File: src/rtl/unity_ecc_pkg.sv
// Shared GF(2^8) constants and types for the Unity ECC decode path.
// Field is built on x^8+x^4+x^3+x^2+1 with alpha = 0x02.
package unity_ecc_pkg;

   localparam logic [8:0] GF_POLY      = 9'h11D;
   localparam int         SYM_W        = 8;
   localparam int         SYM_CNT      = 10;
   localparam int         DATA_SYM_CNT = 8;

   typedef logic [SYM_W-1:0]         symbol_t;
   typedef logic [SYM_W*SYM_CNT-1:0] codeword_t;

   localparam symbol_t ALPHA_POW [SYM_CNT] = '{
      8'h01, 8'h02, 8'h04, 8'h08, 8'h10, 8'h20, 8'h40, 8'h80, 8'h1D, 8'h3A
   };

   // Multiply by alpha once: shift and fold the overflow bit back through the polynomial.
   function automatic symbol_t gf_xtime(input symbol_t a);
      symbol_t poly_lo;
      poly_lo = GF_POLY[7:0];
      return {a[6:0], 1'b0} ^ (a[7] ? poly_lo : 8'h00);
   endfunction

endpackage

File: src/rtl/gf256_const_mul.sv
// Multiply a GF(2^8) symbol by the compile-time constant alpha^K.
// Column b of the XOR matrix is alpha^(K+b); all of it folds to constants.
module gf256_const_mul
   import unity_ecc_pkg::*;
#(
   parameter int unsigned K = 0
) (
   input  logic [7:0] a_i,
   output logic [7:0] y_o
);

   localparam symbol_t BASE = ALPHA_POW[K];

   symbol_t prod;
   symbol_t col;

   always_comb begin
      prod = '0;
      col  = BASE;
      for (int b = 0; b < SYM_W; b++) begin
         if (a_i[b]) prod = prod ^ col;
         col = gf_xtime(col);
      end
   end

   assign y_o = prod;

endmodule

File: src/rtl/unity_decoder.sv
// Single-symbol-correcting RS decoder on the memory read-return path.
// Syndromes, locator and correction are combinational; outputs register once.
module unity_decoder
   import unity_ecc_pkg::*;
(
   input  logic        clk,
   input  logic        rst_n,
   input  logic [79:0] codeword_in,
   output logic        decode_result_out,
   output logic [63:0] data_out
);

   symbol_t             s1_term  [SYM_CNT];
   symbol_t             loc_term [SYM_CNT];
   symbol_t             s0;
   symbol_t             s1;
   logic [SYM_CNT-1:0]  match;
   logic                one_hit;
   logic [63:0]         corr_mask;
   logic [63:0]         data_d, data_q;
   logic                due_d, due_q;

   // Ten multipliers weight the S1 terms, ten more scale S0 for the locator compare.
   for (genvar i = 0; i < SYM_CNT; i++) begin : g_mul
      gf256_const_mul #(.K(i)) u_s1_mul (
         .a_i (codeword_in[SYM_W*i +: SYM_W]),
         .y_o (s1_term[i])
      );
      gf256_const_mul #(.K(i)) u_loc_mul (
         .a_i (s0),
         .y_o (loc_term[i])
      );
      assign match[i] = (loc_term[i] == s1);
   end

   always_comb begin
      s0 = '0;
      s1 = '0;
      for (int i = 0; i < SYM_CNT; i++) begin
         s0 = s0 ^ codeword_in[SYM_W*i +: SYM_W];
         s1 = s1 ^ s1_term[i];
      end
   end

   assign one_hit = (match != '0) && ((match & (match - 10'd1)) == '0);

   always_comb begin
      corr_mask = '0;
      for (int i = 0; i < DATA_SYM_CNT; i++) begin
         if (match[i]) corr_mask[SYM_W*i +: SYM_W] = s0;
      end
   end

   always_comb begin
      data_d = codeword_in[63:0];
      due_d  = 1'b0;
      if (s0 != '0 && s1 != '0) begin
         // A hit on a check symbol leaves corr_mask empty, so data passes through.
         if (one_hit) data_d = codeword_in[63:0] ^ corr_mask;
         else         due_d  = 1'b1;
      end else if (s0 != '0 || s1 != '0) begin
         due_d = 1'b1;
      end
   end

   always_ff @(posedge clk or negedge rst_n) begin
      if (!rst_n) begin
         data_q <= '0;
         due_q  <= 1'b0;
      end else begin
         data_q <= data_d;
         due_q  <= due_d;
      end
   end

   assign data_out          = data_q;
   assign decode_result_out = due_q;

endmodule

File: config.mk
export PLATFORM = sky130hd
export DESIGN_NAME = unity_decoder
export DESIGN_NICKNAME = d
export VERILOG_FILES = /design/src/rtl/unity_ecc_pkg.sv /design/src/rtl/gf256_const_mul.sv /design/src/rtl/unity_decoder.sv
export SDC_FILE = /design/constraint.sdc
export NUM_CORES = 1
export LEC_CHECK = 0
export BUFFER_PORTS_ARGS = -buffer_cell sky130_fd_sc_hd__buf_2
export CORE_UTILIZATION = 59
export CTS_CLUSTER_DIAMETER = 50
export DETAILED_ROUTE_END_ITERATION = 12
export PLACE_DENSITY = 0.87
export SETUP_SLACK_MARGIN = 0.02
export SLEW_MARGIN = 20
export SYNTH_ARGS = -nofsm -noshare
export SYNTH_HDL_FRONTEND = slang
export SYNTH_SLANG_ARGS = --single-unit
File: constraint.sdc
create_clock -name clk -period 0.8 [get_ports clk]
set_input_delay 0.16 -clock clk [delete_from_list [all_inputs] [get_ports clk]]
set_output_delay 0.16 -clock clk [all_outputs]
set_load 0.05 [all_outputs]
==> impl_metrics.py, run 1 <==
metrics = {
    "run_status": {
        "run_status": "did not finish",
        "outcome.stop_stage": "clock tree synthesis (4_1_cts)",
        "flow.first_error": "[ERROR DPL-0038] Utilization greater than 100%, impossible to legalize",
    },
    "place": {
        "numPortBuffers": 146,
        "placed_cell_area_um2": 8010,
        "dp_hpwl_um": 16400,
        "gp_routability_congestion": 1.06,
    },
    "yosys": {
        "synth_edf_count": 0,
        "synthesis.area_um2": 5810,
        "ys_ff_latch": 65,
        "yosys_most_used_dff": "sky130_fd_sc_hd__dfrtp_1",
        "synth_largest_type_area_fraction_pct": 32.7,
        "synth-async-reset-ratio_pct": 100,
        "synth.yosys.seq_area_share_pct": 28.0,
        "post_synthesis_compound_gate_area_fraction_pct": 1.25,
        "syn_area_per_cell_um2": 10.8,
        "synth-simple-area-share_pct": 11.3,
        "yosys-top-cells-count": "sky130_fd_sc_hd__xnor2_1, sky130_fd_sc_hd__nand2_1, sky130_fd_sc_hd__dfrtp_1",
        "share_of_synthesized_cell_area_in_full_adder_half_adder_and_majority_cells_pct": 0,
        "synth_cell_types": 35,
        "synth.area.mux_share_pct": 0.689,
        "combinational_family_with_the_most_area_after_synthesis": "XOR/XNOR gates",
        "synth_xor_xnor_area_share_pct": 57.5,
        "netlist_top_cells_area": "sky130_fd_sc_hd__xnor2_1, sky130_fd_sc_hd__dfrtp_1, sky130_fd_sc_hd__xor2_1",
        "syn-instance-count": 536,
        "synthesis.yosys.warnings": 0,
        "post-synth-top-count-cell": "sky130_fd_sc_hd__xnor2_1",
        "synthDominantAreaCellType": "sky130_fd_sc_hd__xnor2_1",
        "syn_nets": 618,
    },
    "cts": {
        "cts_inserted_buffers": 9,
        "tritoncts_num_sinks": 65,
        "ctsHoldBuffers": 1,
        "h_tree_level_count": 3,
        "postcts_resize_cnt": 294,
        "max-clock-path-buffers": 2,
        "cts-root-buf": "sky130_fd_sc_hd__clkbuf_8",
        "postCtsSetupBuffers": 13,
    },
    "floorplanning": {
        "floorplan.initialDensity_pct": 62.0,
        "floorplan.rows": 35,
        "ioPinCount": 147,
        "y_dimension_of_the_die_um": 101,
        "die_width_um": 101,
    },
}
[logic make-up after synthesis]
family,count (synthesis)
AO/OA/AOI/OAI,7
multiplexers,4
flip-flops,65
AND/OR/NAND/NOR,130
buffers and inverters,17
XOR/XNOR,313
[metrics by stage]
| step | util [%] | setup slack, ps | std cells |
|---|---|---|---|
| 2_1_floorplan | - | -2140 | 536 |
| 3_3_place_gp | 85.4 | -2380 | 961 |
| 3_5_place_dp | 85.4 | -2740 | 961 |
==> run 2, diff against run 1 <==
Settings changed: CORE_UTILIZATION 59 to 40, CTS_CLUSTER_DIAMETER 50 to unset, PLACE_DENSITY 0.87 to unset, PLACE_DENSITY_LB_ADDON set to 0.15, SETUP_SLACK_MARGIN 0.02 to unset.
==> run 2 against run 1 <==
Compared with the run above:
- the flow now finishes, with violations (setup timing)
- area after synthesis unchanged
- synthesized cell count unchanged
==> impl_metrics.py, run 2 <==
metrics = {
    "critical_path": {
        "timing.critical_path.slowest_stage_cell": "sky130_fd_sc_hd__xnor3_2",
        "worstSetupEndpoint": "decode_result_out$_DFF_PN0_",
        "crit_path_max_fanout": 5,
        "critical_path_depth": 15,
        "cpPeakStageDelay_ps": 470,
        "cp-start-kind": "primary input",
        "cp.required_ps": 1030,
        "crit_top_cell": "sky130_fd_sc_hd__buf_6",
        "timing.critical_path.arrival_ps": 3150,
        "setup.worst_path.class": "primary input to flip-flop",
        "launch_point_of_the_worst_path": "codeword_in[73]",
        "crit_path_cell_trace": "buf_8, xor2_4, xnor3_2, buf_6, xnor3_2, xnor2_4, buf_6, buf_6, xor2_1, nand4_1, nor4_4, buf_4, buf_12, nor2_1, and4_1",
        "critPathCaptureType": "flip-flop",
        "cpLargestDelayFamily": "XOR/XNOR gates",
        "cp_num_buf_inv": 6,
    },
    "sta": {
        "totalNegativeSetupSlack_ps": -145700,
        "setup_slack_ps": -2130,
        "timing.final.crit_share_pct": 366,
        "slew-limit-headroom_pct": 70.2,
        "timing.final.hold_violations": 0,
        "rsz0062_at_grt": "yes",
        "max_slew.worst_pin.slew_ps": 444,
        "tightest_hold_margin_ps": 70.7,
        "max_clock_freq_mhz": 342,
        "setup_viol": 130,
        "drv_slew": 0,
        "period_minus_slack_ps": 2930,
    },
    "yosys": {
        "synthesis.yosys.warnings": 0,
        "synth_edf_count": 0,
        "synthesis.area_um2": 5810,
        "synth.yosys.seq_area_share_pct": 28.0,
        "yosys_most_used_dff": "sky130_fd_sc_hd__dfrtp_1",
        "synthDominantAreaCellType": "sky130_fd_sc_hd__xnor2_1",
        "netlist_top_cells_area": "sky130_fd_sc_hd__xnor2_1, sky130_fd_sc_hd__dfrtp_1, sky130_fd_sc_hd__xor2_1",
        "ys_ff_latch": 65,
        "syn_area_per_cell_um2": 10.8,
        "synth_cell_types": 35,
        "yosys-top-cells-count": "sky130_fd_sc_hd__xnor2_1, sky130_fd_sc_hd__nand2_1, sky130_fd_sc_hd__dfrtp_1",
        "synth_largest_type_area_fraction_pct": 32.7,
        "syn_nets": 618,
        "synth-async-reset-ratio_pct": 100,
        "post-synth-top-count-cell": "sky130_fd_sc_hd__xnor2_1",
        "syn-instance-count": 536,
    },
    "final_layout": {
        "n_antenna_cell": 0,
        "fraction_of_layout_cells_with_a_size_suffix_above_1_pct": 63.3,
        "layout.cell_area.non_filler_um2": 10500,
        "areaGrowthSynthToFinish_pct": 80.8,
        "finalCoreUtilization_pct": 74.8,
        "fin_nets": 969,
        "post_route_insts_no_fill": 1072,
        "layout.cells.most_common": "sky130_fd_sc_hd__buf_4",
        "mostFrequentLayoutCells": "sky130_fd_sc_hd__buf_4, sky130_fd_sc_hd__xnor2_1, sky130_fd_sc_hd__buf_6",
        "largest_reg_flops": 64,
    },
    "cts": {
        "cts_inserted_buffers": 9,
        "cts-root-buf": "sky130_fd_sc_hd__clkbuf_16",
        "clock_tree_from_tritoncts": "done",
        "h_tree_level_count": 3,
        "cts.reportedPaths.clkPinSlew_ps": 50,
        "tritoncts_num_sinks": 65,
        "max-clock-path-buffers": 2,
    },
    "place": {
        "gp_routability_congestion": 0.972,
        "placed_cells_incl_taps": 1028,
        "dp_hpwl_um": 15600,
        "post-place-ws_ps": -2680,
        "numPortBuffers": 146,
        "placed_cell_area_um2": 8170,
    },
    "global_route": {
        "grt_start_max_net_pins": 66,
        "global_route_wire_length_before_repair_um": 32100,
        "grt_usage_pct": 29.5,
        "gr-total-overflow": 0,
        "grt_antenna_before_repair": 0,
        "first_global_vias": 5572,
    },
    "detailed_routing": {
        "finalWirelength_um": 21600,
        "drc": 0,
        "final_antenna_net_count": 0,
        "routed-via-count": 5246,
        "post_drt_wl_per_cell_um": 20.1,
        "detailedRoute.firstPassIterationCount": 5,
        "drt_iter0_markers": 304,
        "via_density_per_instance": 4.89,
    },
    "run_status": {
        "failed_checks": "setup timing",
        "run_status": "finished with violations",
    },
    "pwr": {
        "static-leakage-power_nw": 4.97,
        "cellPowerDensity_nw_per_um2": 5210,
        "totalPowerFinal_mw": 54.7,
        "worst_vdd_ir_mv": 5.19,
    },
    "floorplanning": {
        "die_width_um": 123,
        "floorplan.initialDensity_pct": 41.4,
        "floorplan.core_area_um2": 14000,
        "die_area_um2": 15000,
        "y_dimension_of_the_die_um": 123,
        "ioPinCount": 147,
        "floorplan.rows": 43,
    },
    "worst_hold_path": {
        "hold_path.class": "primary input to flip-flop",
    },
    "job": {
        "cap_violations": 0,
    },
}
## run 2: where the power goes
group / internal (mW) / total (mW) / leakage (nW) / switching, mW
Clock: 2.58 / 4.13 / 0.149 / 1.54
Sequential: 3.70 / 3.92 / 0.755 / 0.215
Combinational: 23.9 / 46.7 / 4.07 / 22.8
## run 2: cells by family after synthesis
group                     after synthesis  synth area share (%)
xor gates and xnor gates              313                  57.5
buffers and inverters                  17                  1.25
AOI/OAI and AO/OA                       7                  1.25
and+or+nand+nor                       130                  11.3
muxes                                   4                 0.689
DFF                                    65                  28.0
## run 2: cell type report
type,instances,area (um2)
clock buffers,12,256
clock inverters,4,51.3
fillers,873,3530
multi-input cells,454,5300
flip-flops and latches,65,1630
well taps,180,225
repair buffers,357,3050
## run 2: metal layers
layer | global-route usage [%] | routed length, um
met3 | 5.20 | 1180
met5 | 0 | 0
met2 | 51.3 | 11100
met4 | 8.08 | 441
met1 | 37.4 | 8850
## run 2: worst min-delay path by stage
stage                     cells after the start             from                     end  slack (ps)
after floorplan                               0            rst_n   data_out[0]$_DFF_PN0_        -140
after global placement                        2            rst_n  data_out[26]$_DFF_PN0_         200
after detailed placement                      2            rst_n  data_out[26]$_DFF_PN0_         210
after CTS                                     2   codeword_in[6]   data_out[6]$_DFF_PN0_          60
after global routing                          2  codeword_in[55]  data_out[55]$_DFF_PN0_          70
final                                         2   codeword_in[6]   data_out[6]$_DFF_PN0_          70
## run 2: what timing repair did
action | CTS | global route
gates cloned | 0 | 1
hold buffers | 1 | 0
hold endpoints to repair | 65 | 0
setup endpoints to repair | 130 | 130
resized for setup | 350 | 78
pin swaps | 75 | 40
setup buffers | 28 | 8
Note: power is estimated with default switching activity, not from simulation.
==> run 3, diff against run 2 <==
Settings changed: HOLD_SLACK_MARGIN set to 0.1.
==> run 3 against run 2 <==
Compared with the run above:
- the flow still finishes with violations (setup timing)
- non-clock buffer count rose by 26
- critical path type unchanged
- clock power barely moved
- global-route usage barely moved
- final cell count rose by 2.4%
- critical endpoint is now data_out[19]$_DFF_PN0_
- via count rose by 3.2%
==> impl_metrics.py, run 3 (synthesis results as in run 2) <==
metrics = {
    "floorplanning": {
        "floorplan.initialDensity_pct": 41.4,
        "floorplan.core_area_um2": 14000,
        "die_width_um": 123,
        "die_area_um2": 15000,
        "floorplan.rows": 43,
        "y_dimension_of_the_die_um": 123,
        "ioPinCount": 147,
    },
    "run_status": {
        "failed_checks": "setup timing",
        "run_status": "finished with violations",
    },
    "cts": {
        "cts_inserted_buffers": 9,
        "tritoncts_num_sinks": 65,
        "cts-root-buf": "sky130_fd_sc_hd__clkbuf_16",
        "h_tree_level_count": 3,
        "cts.reportedPaths.clkPinSlew_ps": 60,
        "clock_tree_from_tritoncts": "done",
        "max-clock-path-buffers": 2,
    },
    "sta": {
        "rsz0062_at_grt": "yes",
        "max_slew.worst_pin.slew_ps": 444,
        "tightest_hold_margin_ps": 115,
        "timing.final.hold_violations": 0,
        "setup_slack_ps": -2070,
        "timing.final.crit_share_pct": 358,
        "slew-limit-headroom_pct": 70.2,
        "setup_viol": 130,
        "max_clock_freq_mhz": 349,
        "drv_slew": 0,
        "period_minus_slack_ps": 2870,
    },
    "detailed_routing": {
        "drc": 0,
        "finalWirelength_um": 22400,
        "detailedRoute.firstPassIterationCount": 5,
        "final_antenna_net_count": 0,
        "post_drt_wl_per_cell_um": 20.4,
        "routed-via-count": 5413,
        "via_density_per_instance": 4.93,
        "drt_iter0_markers": 259,
    },
    "final_layout": {
        "layout.cell_area.non_filler_um2": 11000,
        "fraction_of_layout_cells_with_a_size_suffix_above_1_pct": 64.5,
        "layout.cells.most_common": "sky130_fd_sc_hd__buf_4",
        "mostFrequentLayoutCells": "sky130_fd_sc_hd__buf_4, sky130_fd_sc_hd__xnor2_1, sky130_fd_sc_hd__buf_6",
        "num-fill-cells": 782,
        "n_antenna_cell": 0,
        "largest_reg_flops": 64,
        "areaGrowthSynthToFinish_pct": 89.9,
        "fin_nets": 995,
        "multiInputGateArea_um2": 5520,
        "sequential_cell_area_um2": 1630,
        "finalCoreUtilization_pct": 78.6,
    },
    "pwr": {
        "static-leakage-power_nw": 5.14,
        "total_net_switching_power_mw": 25.3,
        "seq_power_share_pct": 6.9,
        "proportion_of_power_drawn_by_combinational_gates_pct": 85.9,
        "cellPowerDensity_nw_per_um2": 5170,
        "internal-power_mw": 31.7,
        "swShare_pct": 44.4,
        "worst_vdd_ir_mv": 5.10,
        "power.share.clock_pct": 7.2,
    },
    "critical_path": {
        "critPathCaptureType": "flip-flop",
        "cp.required_ps": 1020,
        "crit_path_max_fanout": 5,
        "setup.worst_path.class": "primary input to flip-flop",
        "cp-start-kind": "primary input",
        "timing.critical_path.arrival_ps": 3080,
    },
    "place": {
        "numPortBuffers": 146,
        "gp_routability_congestion": 0.972,
        "placed_cell_area_um2": 8170,
        "dp_hpwl_um": 15600,
    },
    "global_route": {
        "global_route_wire_length_before_repair_um": 32200,
        "grt_antenna_before_repair": 0,
        "grt_start_max_net_pins": 66,
        "grt_usage_pct": 29.6,
        "gr-total-overflow": 0,
        "first_global_vias": 5598,
    },
    "worst_hold_path": {
        "hold_path.class": "primary input to flip-flop",
    },
    "job": {
        "cap_violations": 0,
    },
}
-- run 3: cell types whose count changed in the layout (fill, tap and decap cells not counted), moves of 2 or more --
| cell | change |
|---|---|
| sky130_fd_sc_hd__buf_6 | +10 |
| sky130_fd_sc_hd__nand2_4 | -11 |
| sky130_fd_sc_hd__buf_2 | -9 |
| sky130_fd_sc_hd__xor2_2 | +2 |
| sky130_fd_sc_hd__buf_4 | +11 |
| sky130_fd_sc_hd__xnor2_4 | +10 |
| sky130_fd_sc_hd__xnor2_1 | -16 |
| sky130_fd_sc_hd__dlygate4sd3_1 | +8 |
| sky130_fd_sc_hd__xor2_1 | -4 |
| sky130_fd_sc_hd__xor2_4 | +2 |
| sky130_fd_sc_hd__nand2_1 | +11 |
| sky130_fd_sc_hd__buf_8 | +7 |
| sky130_fd_sc_hd__xnor2_2 | +6 |
-- run 3: path summary, 6_finish.rpt --
| kind | startpoint | end | slack (ps) | cells after the start |
|---|---|---|---|---|
| worst max-delay path | codeword_in[15] | data_out[19]$_DFF_PN0_ | -2070 | 13 |
| worst min-delay path | codeword_in[24] | data_out[24]$_DFF_PN0_ | 110 | 3 |
| max in group asynchronous | rst_n | data_out[44]$_DFF_PN0_ | 140 | 3 |
| min in group asynchronous | rst_n | data_out[26]$_DFF_PN0_ | 370 | 3 |
-- run 3: critical path, stage by stage --
cell,delay [ps]
sky130_fd_sc_hd__buf_2,120
sky130_fd_sc_hd__xnor2_2,290
sky130_fd_sc_hd__xnor2_2,140
sky130_fd_sc_hd__xnor2_2,280
sky130_fd_sc_hd__xnor3_2,550
sky130_fd_sc_hd__xor2_4,180
sky130_fd_sc_hd__buf_6,140
sky130_fd_sc_hd__xnor2_2,130
sky130_fd_sc_hd__or4_4,430
sky130_fd_sc_hd__a211oi_4,270
sky130_fd_sc_hd__buf_6,170
sky130_fd_sc_hd__nand2_1,80
sky130_fd_sc_hd__xnor2_1,130
-- run 3: metal layers --
layer / vias up / wire length [um] / track usage, %
met5: - / 0 / 0
li1: 2445 / - / -
met2: 243 / 11600 / 50.8
met4: 0 / 694 / 9.22
met1: 2668 / 8750 / 38.0
met3: 57 / 1370 / 4.46
-- run 3: final cells by class --
class / instances / area share (%)
multi-input combinational: 454 / 50.0
sequential: 65 / 14.7
timing repair buffer: 383 / 30.4
tap: 180 / 2.04
clock buffer: 12 / 2.32
clock inverter: 4 / 0.465
-- run 3: repair_timing --
action / CTS / global route
setup endpoints to repair: 130 / 130
hold buffers: 9 / 0
setup buffers: 28 / 28
endpoints found under the hold margin: 73 / 0
pin swaps: 75 / 70
gates resized for setup: 350 / 119
-- run 3: power groups by stage --
stage	sequential (mW)	combinational (mW)	clock [mW]
after floorplan	5.34	22.2	0
after global placement	3.86	36.4	0
after detailed placement	3.87	36.5	0
after CTS	3.92	44.4	4.15
after global routing	3.94	51.3	4.29
final	3.92	49.0	4.12
-- run 3: metrics by stage --
stage | worst slack [ps] | setup TNS (ps) | std cells | total power, mW
2_1_floorplan | -2140 | -131260 | 536 | 27.6
3_3_place_gp | -2570 | -161680 | 1028 | 40.3
3_5_place_dp | -2680 | -163830 | 1028 | 40.4
4_1_cts | -2020 | -141670 | 1077 | 52.5
5_1_grt | -2160 | -150830 | 1098 | 59.5
6_report | -2070 | -143840 | 1098 | 57.0
==> run 4, diff against run 3 <==
Settings changed: RECOVER_POWER set to 50.
==> run 4 against run 3 <==
Compared with the run above:
- the run still ends with setup timing left
- count of clock-buffer cells in the layout stayed put
- clock power hardly changed
- design area hardly changed
- final cell count stayed put
- largest cell class unchanged
- flip-flop and latch count stayed put
- first-iteration DRC count stayed put
- combinational power hardly changed
- wire length hardly changed
- critical path depth stayed put
- via count hardly changed
- sequential share of layout area hardly changed
- global-route usage stayed put
==> impl_metrics.py, run 4 (synthesis results as in run 2) <==
metrics = {
    "final_layout": {
        "fraction_of_layout_cells_with_a_size_suffix_above_1_pct": 64.4,
        "n_antenna_cell": 0,
        "mostFrequentLayoutCells": "sky130_fd_sc_hd__buf_4, sky130_fd_sc_hd__xnor2_1, sky130_fd_sc_hd__buf_6",
        "largest_reg_flops": 64,
        "fin_nets": 995,
        "finalCoreUtilization_pct": 78.6,
        "num-fill-cells": 783,
        "layout.cell_area.non_filler_um2": 11000,
        "layout.cells.most_common": "sky130_fd_sc_hd__buf_4",
        "areaGrowthSynthToFinish_pct": 89.9,
    },
    "place": {
        "gp_routability_congestion": 0.972,
        "dp_hpwl_um": 15600,
        "placed_cell_area_um2": 8170,
        "numPortBuffers": 146,
        "post-place-ws_ps": -2680,
    },
    "pwr": {
        "worst_vdd_ir_mv": 5.10,
        "totalPowerFinal_mw": 57.0,
        "static-leakage-power_nw": 5.14,
        "cellPowerDensity_nw_per_um2": 5170,
    },
    "cts": {
        "clock_tree_from_tritoncts": "done",
        "cts.reportedPaths.clkPinSlew_ps": 60,
        "h_tree_level_count": 3,
        "cts_inserted_buffers": 9,
        "cts-root-buf": "sky130_fd_sc_hd__clkbuf_16",
        "max-clock-path-buffers": 2,
        "tritoncts_num_sinks": 65,
    },
    "worst_hold_path": {
        "whs_path_depth": 3,
        "whs_endpoint": "data_out[24]$_DFF_PN0_",
        "min-delay-start": "codeword_in[24]",
        "hold_path.class": "primary input to flip-flop",
    },
    "detailed_routing": {
        "finalWirelength_um": 22400,
        "final_antenna_net_count": 0,
        "drt_iter0_markers": 259,
        "via_density_per_instance": 4.93,
        "routed-via-count": 5412,
        "drc": 0,
        "detailedRoute.firstPassIterationCount": 5,
        "post_drt_wl_per_cell_um": 20.4,
    },
    "sta": {
        "timing.final.hold_violations": 0,
        "max_clock_freq_mhz": 349,
        "slew-limit-headroom_pct": 70.2,
        "totalNegativeSetupSlack_ps": -143840,
        "setup_viol": 130,
        "drv_slew": 0,
        "rsz0062_at_grt": "yes",
        "period_minus_slack_ps": 2870,
        "timing.final.crit_share_pct": 358,
        "setup_slack_ps": -2070,
        "max_slew.worst_pin.slew_ps": 444,
    },
    "global_route": {
        "gr-total-overflow": 0,
        "grt_start_max_net_pins": 66,
        "grt_usage_pct": 29.6,
        "global_route_wire_length_before_repair_um": 32200,
        "grt_antenna_before_repair": 0,
        "first_global_vias": 5598,
    },
    "critical_path": {
        "setup.worst_path.class": "primary input to flip-flop",
        "launch_point_of_the_worst_path": "codeword_in[15]",
        "crit_path_max_fanout": 5,
        "timing.critical_path.arrival_ps": 3080,
        "cp-start-kind": "primary input",
        "cp.required_ps": 1020,
        "critPathCaptureType": "flip-flop",
    },
    "run_status": {
        "run_status": "finished with violations",
        "failed_checks": "setup timing",
    },
    "floorplanning": {
        "floorplan.initialDensity_pct": 41.4,
        "die_width_um": 123,
        "die_area_um2": 15000,
        "floorplan.core_area_um2": 14000,
        "y_dimension_of_the_die_um": 123,
        "ioPinCount": 147,
        "floorplan.rows": 43,
    },
    "job": {
        "cap_violations": 0,
    },
}
==> run 4: metrics by stage <==
| stage | cells | hold WS (ps) |
|---|---|---|
| floorplan | 536 | -136 |
| global placement | 1028 | 201 |
| detailed placement | 1028 | 207 |
| CTS | 1077 | 100 |
| global route | 1098 | 114 |
| finish | 1098 | 115 |
==> run 4: final cells by class <==
type / count / area (um2) / area share [%]
multi-input combinational: 454 / 5520 / 50.0
timing repair buffer: 383 / 3360 / 30.4
sequential: 65 / 1630 / 14.7
clock buffer: 12 / 256 / 2.32
tap: 180 / 225 / 2.04
clock inverter: 4 / 51.3 / 0.465
==> run 4: worst max path at each step <==
stage                                  end  cells past startpoint  slack [ps]
2_1_floorplan  decode_result_out$_DFF_PN0_                     10       -2140
3_3_place_gp        data_out[44]$_DFF_PN0_                     13       -2570
3_5_place_dp        data_out[45]$_DFF_PN0_                     13       -2680
4_1_cts        decode_result_out$_DFF_PN0_                     14       -2020
5_1_grt             data_out[42]$_DFF_PN0_                     13       -2160
6_report            data_out[19]$_DFF_PN0_                     13       -2070
==> run 4: critical path, stage by stage <==
cell and delay, ps:
sky130_fd_sc_hd__buf_2 120, sky130_fd_sc_hd__xnor2_2 290, sky130_fd_sc_hd__xnor2_2 140, sky130_fd_sc_hd__xnor2_2 280, sky130_fd_sc_hd__xnor3_2 550, sky130_fd_sc_hd__xor2_4 180, sky130_fd_sc_hd__buf_6 140, sky130_fd_sc_hd__xnor2_2 130
sky130_fd_sc_hd__or4_4 430, sky130_fd_sc_hd__a211oi_4 270, sky130_fd_sc_hd__buf_6 170, sky130_fd_sc_hd__nand2_1 80, sky130_fd_sc_hd__xnor2_1 130
==> run 4: timing repair <==
item	4_1_cts	5_1_grt
endpoints found under the setup margin	130	130
hold buffers	9	0
cloned	0	0
buffers inserted	28	28
gates resized for setup	350	119
pin swaps	75	70
endpoints found under the hold margin	73	0
==> run 4: report_power, final <==
part           leakage (nW)  internal, mW  switching (mW)
sequential            0.755          3.70           0.218
combinational          4.24          25.4            23.6
clock                 0.149          2.58            1.54
==> run 4: layer usage <==
metal / share of wire [%] / vias up / global-route usage [%]
li1: - / 2445 / -
met1: 39 / 2667 / 38.0
met2: 52 / 243 / 50.8
met3: 6.1 / 57 / 4.46
met4: 3.1 / 0 / 9.22
met5: 0 / - / 0
